### config.mk
export PLATFORM = sky130hd
export DESIGN_NAME = tnew_pipeline
export DESIGN_NICKNAME = d
export VERILOG_FILES = /design/src/rtl/hazard_pkg.sv /design/src/rtl/tnew_stage.sv /design/src/rtl/tnew_pipeline.sv
export SDC_FILE = /design/constraint.sdc
export NUM_CORES = 1
export LEC_CHECK = 0
export ABC_AREA = 1
export CAP_MARGIN = 10
export CORE_MARGIN = 8
export CORE_UTILIZATION = 44
export CTS_BUF_LIST = sky130_fd_sc_hd__clkbuf_4 sky130_fd_sc_hd__clkbuf_8
export CTS_CLUSTER_SIZE = 24
export DETAILED_ROUTE_END_ITERATION = 10
export PLACE_DENSITY = 0.87
export REMOVE_ABC_BUFFERS = 1
export SYNTH_ARGS = -nofsm -noshare
export SYNTH_HDL_FRONTEND = slang
export SYNTH_SLANG_ARGS = --single-unit
### constraint.sdc
create_clock -name clk -period 1.91 [get_ports clk]
set_input_delay 0.382 -clock clk [delete_from_list [all_inputs] [get_ports clk]]
set_output_delay 0.382 -clock clk [all_outputs]
set_load 0.005 [all_outputs]
### src/rtl/hazard_pkg.sv
// Shared hazard-interface definitions: Tnew width, Tnew class constants, A3 width.
// Used by the Tnew pipeline and the stall controller.
package hazard_pkg;

    localparam int TNEW_W = 2;
    localparam int A3_W   = 5;

    localparam logic [TNEW_W-1:0] TNEW_NONE = 2'd0;
    localparam logic [TNEW_W-1:0] TNEW_ALU  = 2'd1;
    localparam logic [TNEW_W-1:0] TNEW_LOAD = 2'd2;

endpackage

### src/rtl/tnew_stage.sv
// One pipeline register stage carrying a destination register and its Tnew.
// bubble clears the stage on capture; age_en applies a saturating Tnew decrement.
module tnew_stage
    import hazard_pkg::*;
#(
    parameter int TNEW_W = hazard_pkg::TNEW_W
) (
    input  logic              clk,
    input  logic              reset,
    input  logic              bubble,
    input  logic              age_en,
    input  logic [A3_W-1:0]   a3_in,
    input  logic [TNEW_W-1:0] tnew_in,
    output logic [A3_W-1:0]   a3_out,
    output logic [TNEW_W-1:0] tnew_out,
    output logic              ready
);

    localparam logic [TNEW_W-1:0] TNEW_ONE = 1;

    logic [A3_W-1:0]   a3_d,   a3_q;
    logic [TNEW_W-1:0] tnew_d, tnew_q;

    always_comb begin
        a3_d   = a3_in;
        tnew_d = tnew_in;
        // Tnew saturates at zero instead of wrapping.
        if (age_en && (tnew_in != '0)) begin
            tnew_d = tnew_in - TNEW_ONE;
        end
        if (bubble) begin
            a3_d   = '0;
            tnew_d = '0;
        end
    end

    // NOTE: state registers use non-blocking assignments so every stage samples
    // its upstream neighbour's pre-edge value.
    always_ff @(posedge clk or posedge reset) begin
        if (reset) begin
            a3_q   <= '0;
            tnew_q <= '0;
        end else begin
            a3_q   <= a3_d;
            tnew_q <= tnew_d;
        end
    end

    assign a3_out   = a3_q;
    assign tnew_out = tnew_q;
    assign ready    = (a3_q != '0) && (tnew_q == '0);

endmodule

### src/rtl/tnew_pipeline.sv
// Producer side of the hazard interface: carries A3/Tnew through D/E, E/M, M/W.
// Define TNEW_PERF_CNT_EN to add the stall_cnt/issue_cnt performance counters.
module tnew_pipeline
    import hazard_pkg::*;
#(
    parameter int TNEW_W = hazard_pkg::TNEW_W
`ifdef TNEW_PERF_CNT_EN
    ,
    parameter int PERF_W = 32
`endif
) (
    input  logic              clk,
    input  logic              reset,
    input  logic              stall,
    input  logic [A3_W-1:0]   IDA3,
    input  logic [TNEW_W-1:0] IDTnew,
    input  logic              IDWE,
    output logic [A3_W-1:0]   DEA3,
    output logic [TNEW_W-1:0] DETnew,
    output logic [A3_W-1:0]   EMA3,
    output logic [TNEW_W-1:0] EMTnew,
    output logic [A3_W-1:0]   MWA3,
    output logic [TNEW_W-1:0] MWTnew,
    output logic              DEReady,
    output logic              EMReady,
    output logic              MWReady
`ifdef TNEW_PERF_CNT_EN
    ,
    output logic [PERF_W-1:0] stall_cnt,
    output logic [PERF_W-1:0] issue_cnt
`endif
);

    logic              id_issue;
    logic [A3_W-1:0]   id_a3;
    logic [TNEW_W-1:0] id_tnew;

    // A write to r0 is no write at all, so its Tnew is dropped too.
    assign id_issue = IDWE && (IDA3 != '0);
    assign id_a3    = id_issue ? IDA3   : '0;
    assign id_tnew  = id_issue ? IDTnew : '0;

    tnew_stage #(.TNEW_W(TNEW_W)) u_de (
        .clk      (clk),
        .reset    (reset),
        .bubble   (stall),
        .age_en   (1'b0),
        .a3_in    (id_a3),
        .tnew_in  (id_tnew),
        .a3_out   (DEA3),
        .tnew_out (DETnew),
        .ready    (DEReady)
    );

    tnew_stage #(.TNEW_W(TNEW_W)) u_em (
        .clk      (clk),
        .reset    (reset),
        .bubble   (1'b0),
        .age_en   (1'b1),
        .a3_in    (DEA3),
        .tnew_in  (DETnew),
        .a3_out   (EMA3),
        .tnew_out (EMTnew),
        .ready    (EMReady)
    );

    tnew_stage #(.TNEW_W(TNEW_W)) u_mw (
        .clk      (clk),
        .reset    (reset),
        .bubble   (1'b0),
        .age_en   (1'b1),
        .a3_in    (EMA3),
        .tnew_in  (EMTnew),
        .a3_out   (MWA3),
        .tnew_out (MWTnew),
        .ready    (MWReady)
    );

`ifdef TNEW_PERF_CNT_EN
    localparam logic [PERF_W-1:0] PERF_ONE = 1;

    logic [PERF_W-1:0] stall_cnt_d, stall_cnt_q;
    logic [PERF_W-1:0] issue_cnt_d, issue_cnt_q;

    always_comb begin
        stall_cnt_d = stall_cnt_q;
        issue_cnt_d = issue_cnt_q;
        if (stall) begin
            stall_cnt_d = stall_cnt_q + PERF_ONE;
        end else if (id_issue) begin
            issue_cnt_d = issue_cnt_q + PERF_ONE;
        end
    end

    always_ff @(posedge clk or posedge reset) begin
        if (reset) begin
            stall_cnt_q <= '0;
            issue_cnt_q <= '0;
        end else begin
            stall_cnt_q <= stall_cnt_d;
            issue_cnt_q <= issue_cnt_d;
        end
    end

    assign stall_cnt = stall_cnt_q;
    assign issue_cnt = issue_cnt_q;
`endif

endmodule

==> flow_results.xml <==
<?xml version="1.0" encoding="UTF-8"?>
<metrics>
  <group name="outcome">
    <metric name="status" unit="">completed</metric>
  </group>
  <group name="timing">
    <metric name="tightest_slew" unit="ns">0.252</metric>
    <metric name="timing.max_slew.rel_slack" unit="%">83.2</metric>
    <metric name="drv_slew" unit="">0</metric>
    <metric name="fin_crit" unit="ns">1.79</metric>
    <metric name="setup_total_negative_slack" unit="ns">0</metric>
    <metric name="final-setup-viol-count" unit="">0</metric>
    <metric name="clock.fmax" unit="GHz">0.559</metric>
    <metric name="finalHoldViolCount" unit="">0</metric>
    <metric name="grt_setup_unrepaired" unit="">no</metric>
    <metric name="setup_slack" unit="ns">0.122</metric>
    <metric name="timing.clock.skew" unit="ns">0.000697</metric>
    <metric name="layout_worst_path_cycle_share" unit="%">93.6</metric>
  </group>
  <group name="pwr">
    <metric name="power_density" unit="nW/um^2">682</metric>
    <metric name="vdd.ir_drop.worst" unit="mV">0.413</metric>
    <metric name="post-layout-total-power" unit="W">0.000780</metric>
    <metric name="standby_leakage_power" unit="nW">0.627</metric>
  </group>
  <group name="layout">
    <metric name="antenna_cells" unit="">0</metric>
    <metric name="final_common_cell" unit="">sky130_fd_sc_hd__clkdlybuf4s50_1</metric>
    <metric name="fillCellCount" unit="">112</metric>
    <metric name="area_delta_synth_final" unit="%">55.3</metric>
    <metric name="fraction_of_layout_cells_with_a_size_suffix_above_1" unit="%">7.02</metric>
    <metric name="most-common-layout-cells" unit="">sky130_fd_sc_hd__clkdlybuf4s50_1, sky130_fd_sc_hd__dfrtp_1, sky130_fd_sc_hd__nor2_1, sky130_fd_sc_hd__inv_1, sky130_fd_sc_hd__nand2_1</metric>
    <metric name="nets" unit="">126</metric>
  </group>
  <group name="setup_path">
    <metric name="critical_path_arrival" unit="ns">1.41</metric>
    <metric name="critical_path.cell_chain" unit="">nor2_1 &gt; nand3_1 &gt; nand2_1 &gt; inv_1 &gt; clkdlybuf4s50_1</metric>
    <metric name="worst_setup_path_end_kind" unit="">output port</metric>
    <metric name="critical-path-slowest-cell" unit="">sky130_fd_sc_hd__clkdlybuf4s50_1</metric>
    <metric name="timing.critical_path.slowest_cell_delay" unit="ns">0.43</metric>
    <metric name="cp_max_fo" unit="">2</metric>
    <metric name="timing.setup.critical_path_class" unit="">flip-flop to output port</metric>
    <metric name="cp_data_required_time" unit="ns">1.53</metric>
    <metric name="timing.critical_path.from_type" unit="">flip-flop</metric>
  </group>
  <group name="logic_synthesis">
    <metric name="synthesis.area_per_instance" unit="um^2">9.96</metric>
    <metric name="main_combinational_cell_family_by_area_after_synthesis" unit="">simple AND/OR/NAND/NOR gates</metric>
    <metric name="post_synth_xor_area_fraction" unit="%">0</metric>
    <metric name="post_synth_and_or_nand_nor_area_fraction" unit="%">19.0</metric>
    <metric name="yosys_warnings" unit="">0</metric>
    <metric name="synth_adder_area_share" unit="%">0</metric>
    <metric name="number_of_synthesized_register_bits" unit="">21</metric>
    <metric name="synth-compound-area-share" unit="%">0</metric>
    <metric name="post_synth_mux_area_share" unit="%">0</metric>
    <metric name="post_synth_instance_area" unit="um^2">737</metric>
    <metric name="synth_largest_area_cell" unit="">sky130_fd_sc_hd__dfrtp_1</metric>
    <metric name="synth_top_cell_area_share" unit="%">71.3</metric>
    <metric name="synth.distinct_cells" unit="">7</metric>
    <metric name="synth.top_cells.by_area" unit="">sky130_fd_sc_hd__dfrtp_1, sky130_fd_sc_hd__nor2_1, sky130_fd_sc_hd__inv_1</metric>
    <metric name="synthesis.instances" unit="">74</metric>
    <metric name="seq_area_frac_synth" unit="%">71.3</metric>
  </group>
  <group name="die">
    <metric name="dieArea" unit="um^2">3240</metric>
    <metric name="num_rows" unit="">14</metric>
    <metric name="die_h" unit="um">56.9</metric>
    <metric name="die_width" unit="um">56.9</metric>
    <metric name="effective_utilization_at_floorplan" unit="%">47.8</metric>
    <metric name="core-area" unit="um^2">1540</metric>
    <metric name="pin_count" unit="">35</metric>
  </group>
  <group name="placed_design">
    <metric name="number_of_i_o_port_buffers" unit="">34</metric>
    <metric name="dpl.hpwl" unit="um">1320</metric>
    <metric name="pre_cts_slack" unit="ns">0.353</metric>
    <metric name="globalplace.congestion" unit="">0.694</metric>
  </group>
  <group name="grt">
    <metric name="grt.total_usage" unit="%">10.6</metric>
    <metric name="vias_in_the_first_global_route" unit="">654</metric>
    <metric name="grt_start_max_net_pins" unit="">22</metric>
    <metric name="remaining_global_route_overflow" unit="">0</metric>
    <metric name="grt_first_pass_wirelength" unit="um">2790</metric>
    <metric name="number_of_antenna_violations_at_the_first_check_in_global_routing" unit="">0</metric>
  </group>
  <group name="clock_tree">
    <metric name="cts.sinks" unit="">21</metric>
    <metric name="clock_insertion_delay_worst_skew" unit="ns">0.29</metric>
    <metric name="cts_inserted_buffers" unit="">3</metric>
    <metric name="cts_max_path_buffers" unit="">2</metric>
    <metric name="cts_tree" unit="">done</metric>
    <metric name="cts_root_buffer_type" unit="">sky130_fd_sc_hd__clkbuf_4</metric>
    <metric name="path_clk_slew" unit="ns">0.11</metric>
    <metric name="count_of_h_tree_levels_built_during_cts" unit="">1</metric>
  </group>
  <group name="detailed_routing">
    <metric name="drt_first_pass_iters" unit="">4</metric>
    <metric name="postRouteAntennaNets" unit="">0</metric>
    <metric name="detail_route.wirelength" unit="um">1570</metric>
    <metric name="drtIter0Drc" unit="">3</metric>
    <metric name="drcViolationCount" unit="">0</metric>
    <metric name="detail_route.vias_per_cell" unit="">4.52</metric>
    <metric name="dr_total_vias" unit="">588</metric>
    <metric name="routed_wire_length_per_instance" unit="um">12.1</metric>
  </group>
  <group name="flow_run">
    <metric name="drv_cap" unit="">0</metric>
  </group>
  <group name="worst_hold_path">
    <metric name="hold_removal_path_class" unit="">flip-flop to flip-flop</metric>
  </group>
</metrics>
==> routing by layer <==
layer / vias up / wire length (um) / GRT usage (%)
met5: - / 0 / 0
met4: 0 / 8 / 4.03
met3: 2 / 194 / 6.07
met2: 27 / 796 / 18.4
met1: 266 / 570 / 9.99
li1: 293 / - / -
==> worst paths after layout <==
kind	from	endpoint	slack, ns	depth (start not counted)
max	u_mw.a3_out[3]$_DFF_PP0_	MWReady	0.12	5
min reg2reg	u_em.a3_out[1]$_DFF_PP0_	u_mw.a3_out[1]$_DFF_PP0_	0.41	0
max in group asynchronous	reset	u_mw.a3_out[0]$_DFF_PP0_	1.29	3
max reg2reg	u_em.a3_out[2]$_DFF_PP0_	u_mw.a3_out[2]$_DFF_PP0_	1.28	1
min in group asynchronous	reset	u_mw.a3_out[1]$_DFF_PP0_	0.42	3
min	u_em.a3_out[1]$_DFF_PP0_	u_mw.a3_out[1]$_DFF_PP0_	0.41	0
==> worst max-delay path: cells and delay by family, from the launching register on <==
kind | cells | cell delay, ns
buf+inv | 2 | 0.47
flops | 1 | 0.39
simple gates | 3 | 0.25
==> logic make-up after synthesis <==
kind of cell	count (synthesis)
buffers and inverters	19
flip-flops	21
AND/OR/NAND/NOR	34
==> state kept, by name, summed over array words and instances (netlist names) <==
| signal | count |
|---|---|
| u_de.a3_out | 5 |
| u_em.a3_out | 5 |
| u_mw.a3_out | 5 |
| u_de.tnew_out | 2 |
| u_em.tnew_out | 2 |
| u_mw.tnew_out | 2 |
==> per-stage QoR <==
stage	hold WS, ns	util [%]	cell area [um^2]	instances
floorplan	0.359	-	737	74
global placement	0.378	71.7	1100	125
detailed placement	0.384	71.7	1100	125
CTS	0.410	73.5	1130	129
global route	0.425	74.3	1140	130
finish	0.408	74.3	1140	130
==> final cells by class <==
| cell class | instances | area [um^2] | area share (%) |
|---|---|---|---|
| clock buffers | 3 | 22.5 | 1.97 |
| flip-flops and latches | 21 | 526 | 45.9 |
| repair buffers | 36 | 360 | 31.5 |
| multi-input cells | 34 | 140 | 12.2 |
| well taps | 16 | 20.0 | 1.75 |
| clock inverters | 1 | 5.00 | 0.437 |
| inverters | 19 | 71.3 | 6.23 |
==> power by group <==
part | internal (W) | leakage, nW | switching (W)
Clock | 0.0000778 | 0.0177 | 0.000121
Combinational | 0.0000673 | 0.325 | 0.0000447
Sequential | 0.000459 | 0.284 | 0.0000102
==> cell usage after synthesis, drive strengths merged <==
| library cell | count |
|---|---|
| inv | 19 |
| dfrtp | 21 |
| nand3 | 4 |
| nor2 | 20 |
| nand2 | 10 |
==> timing repair <==
item                                    in CTS  in global routing
buffers inserted                             0                  1
gates resized for setup                      0                  2
endpoints found under the setup margin       0                  2
hold buffers                                 0                  0
Power figures use the tool's default switching activity.
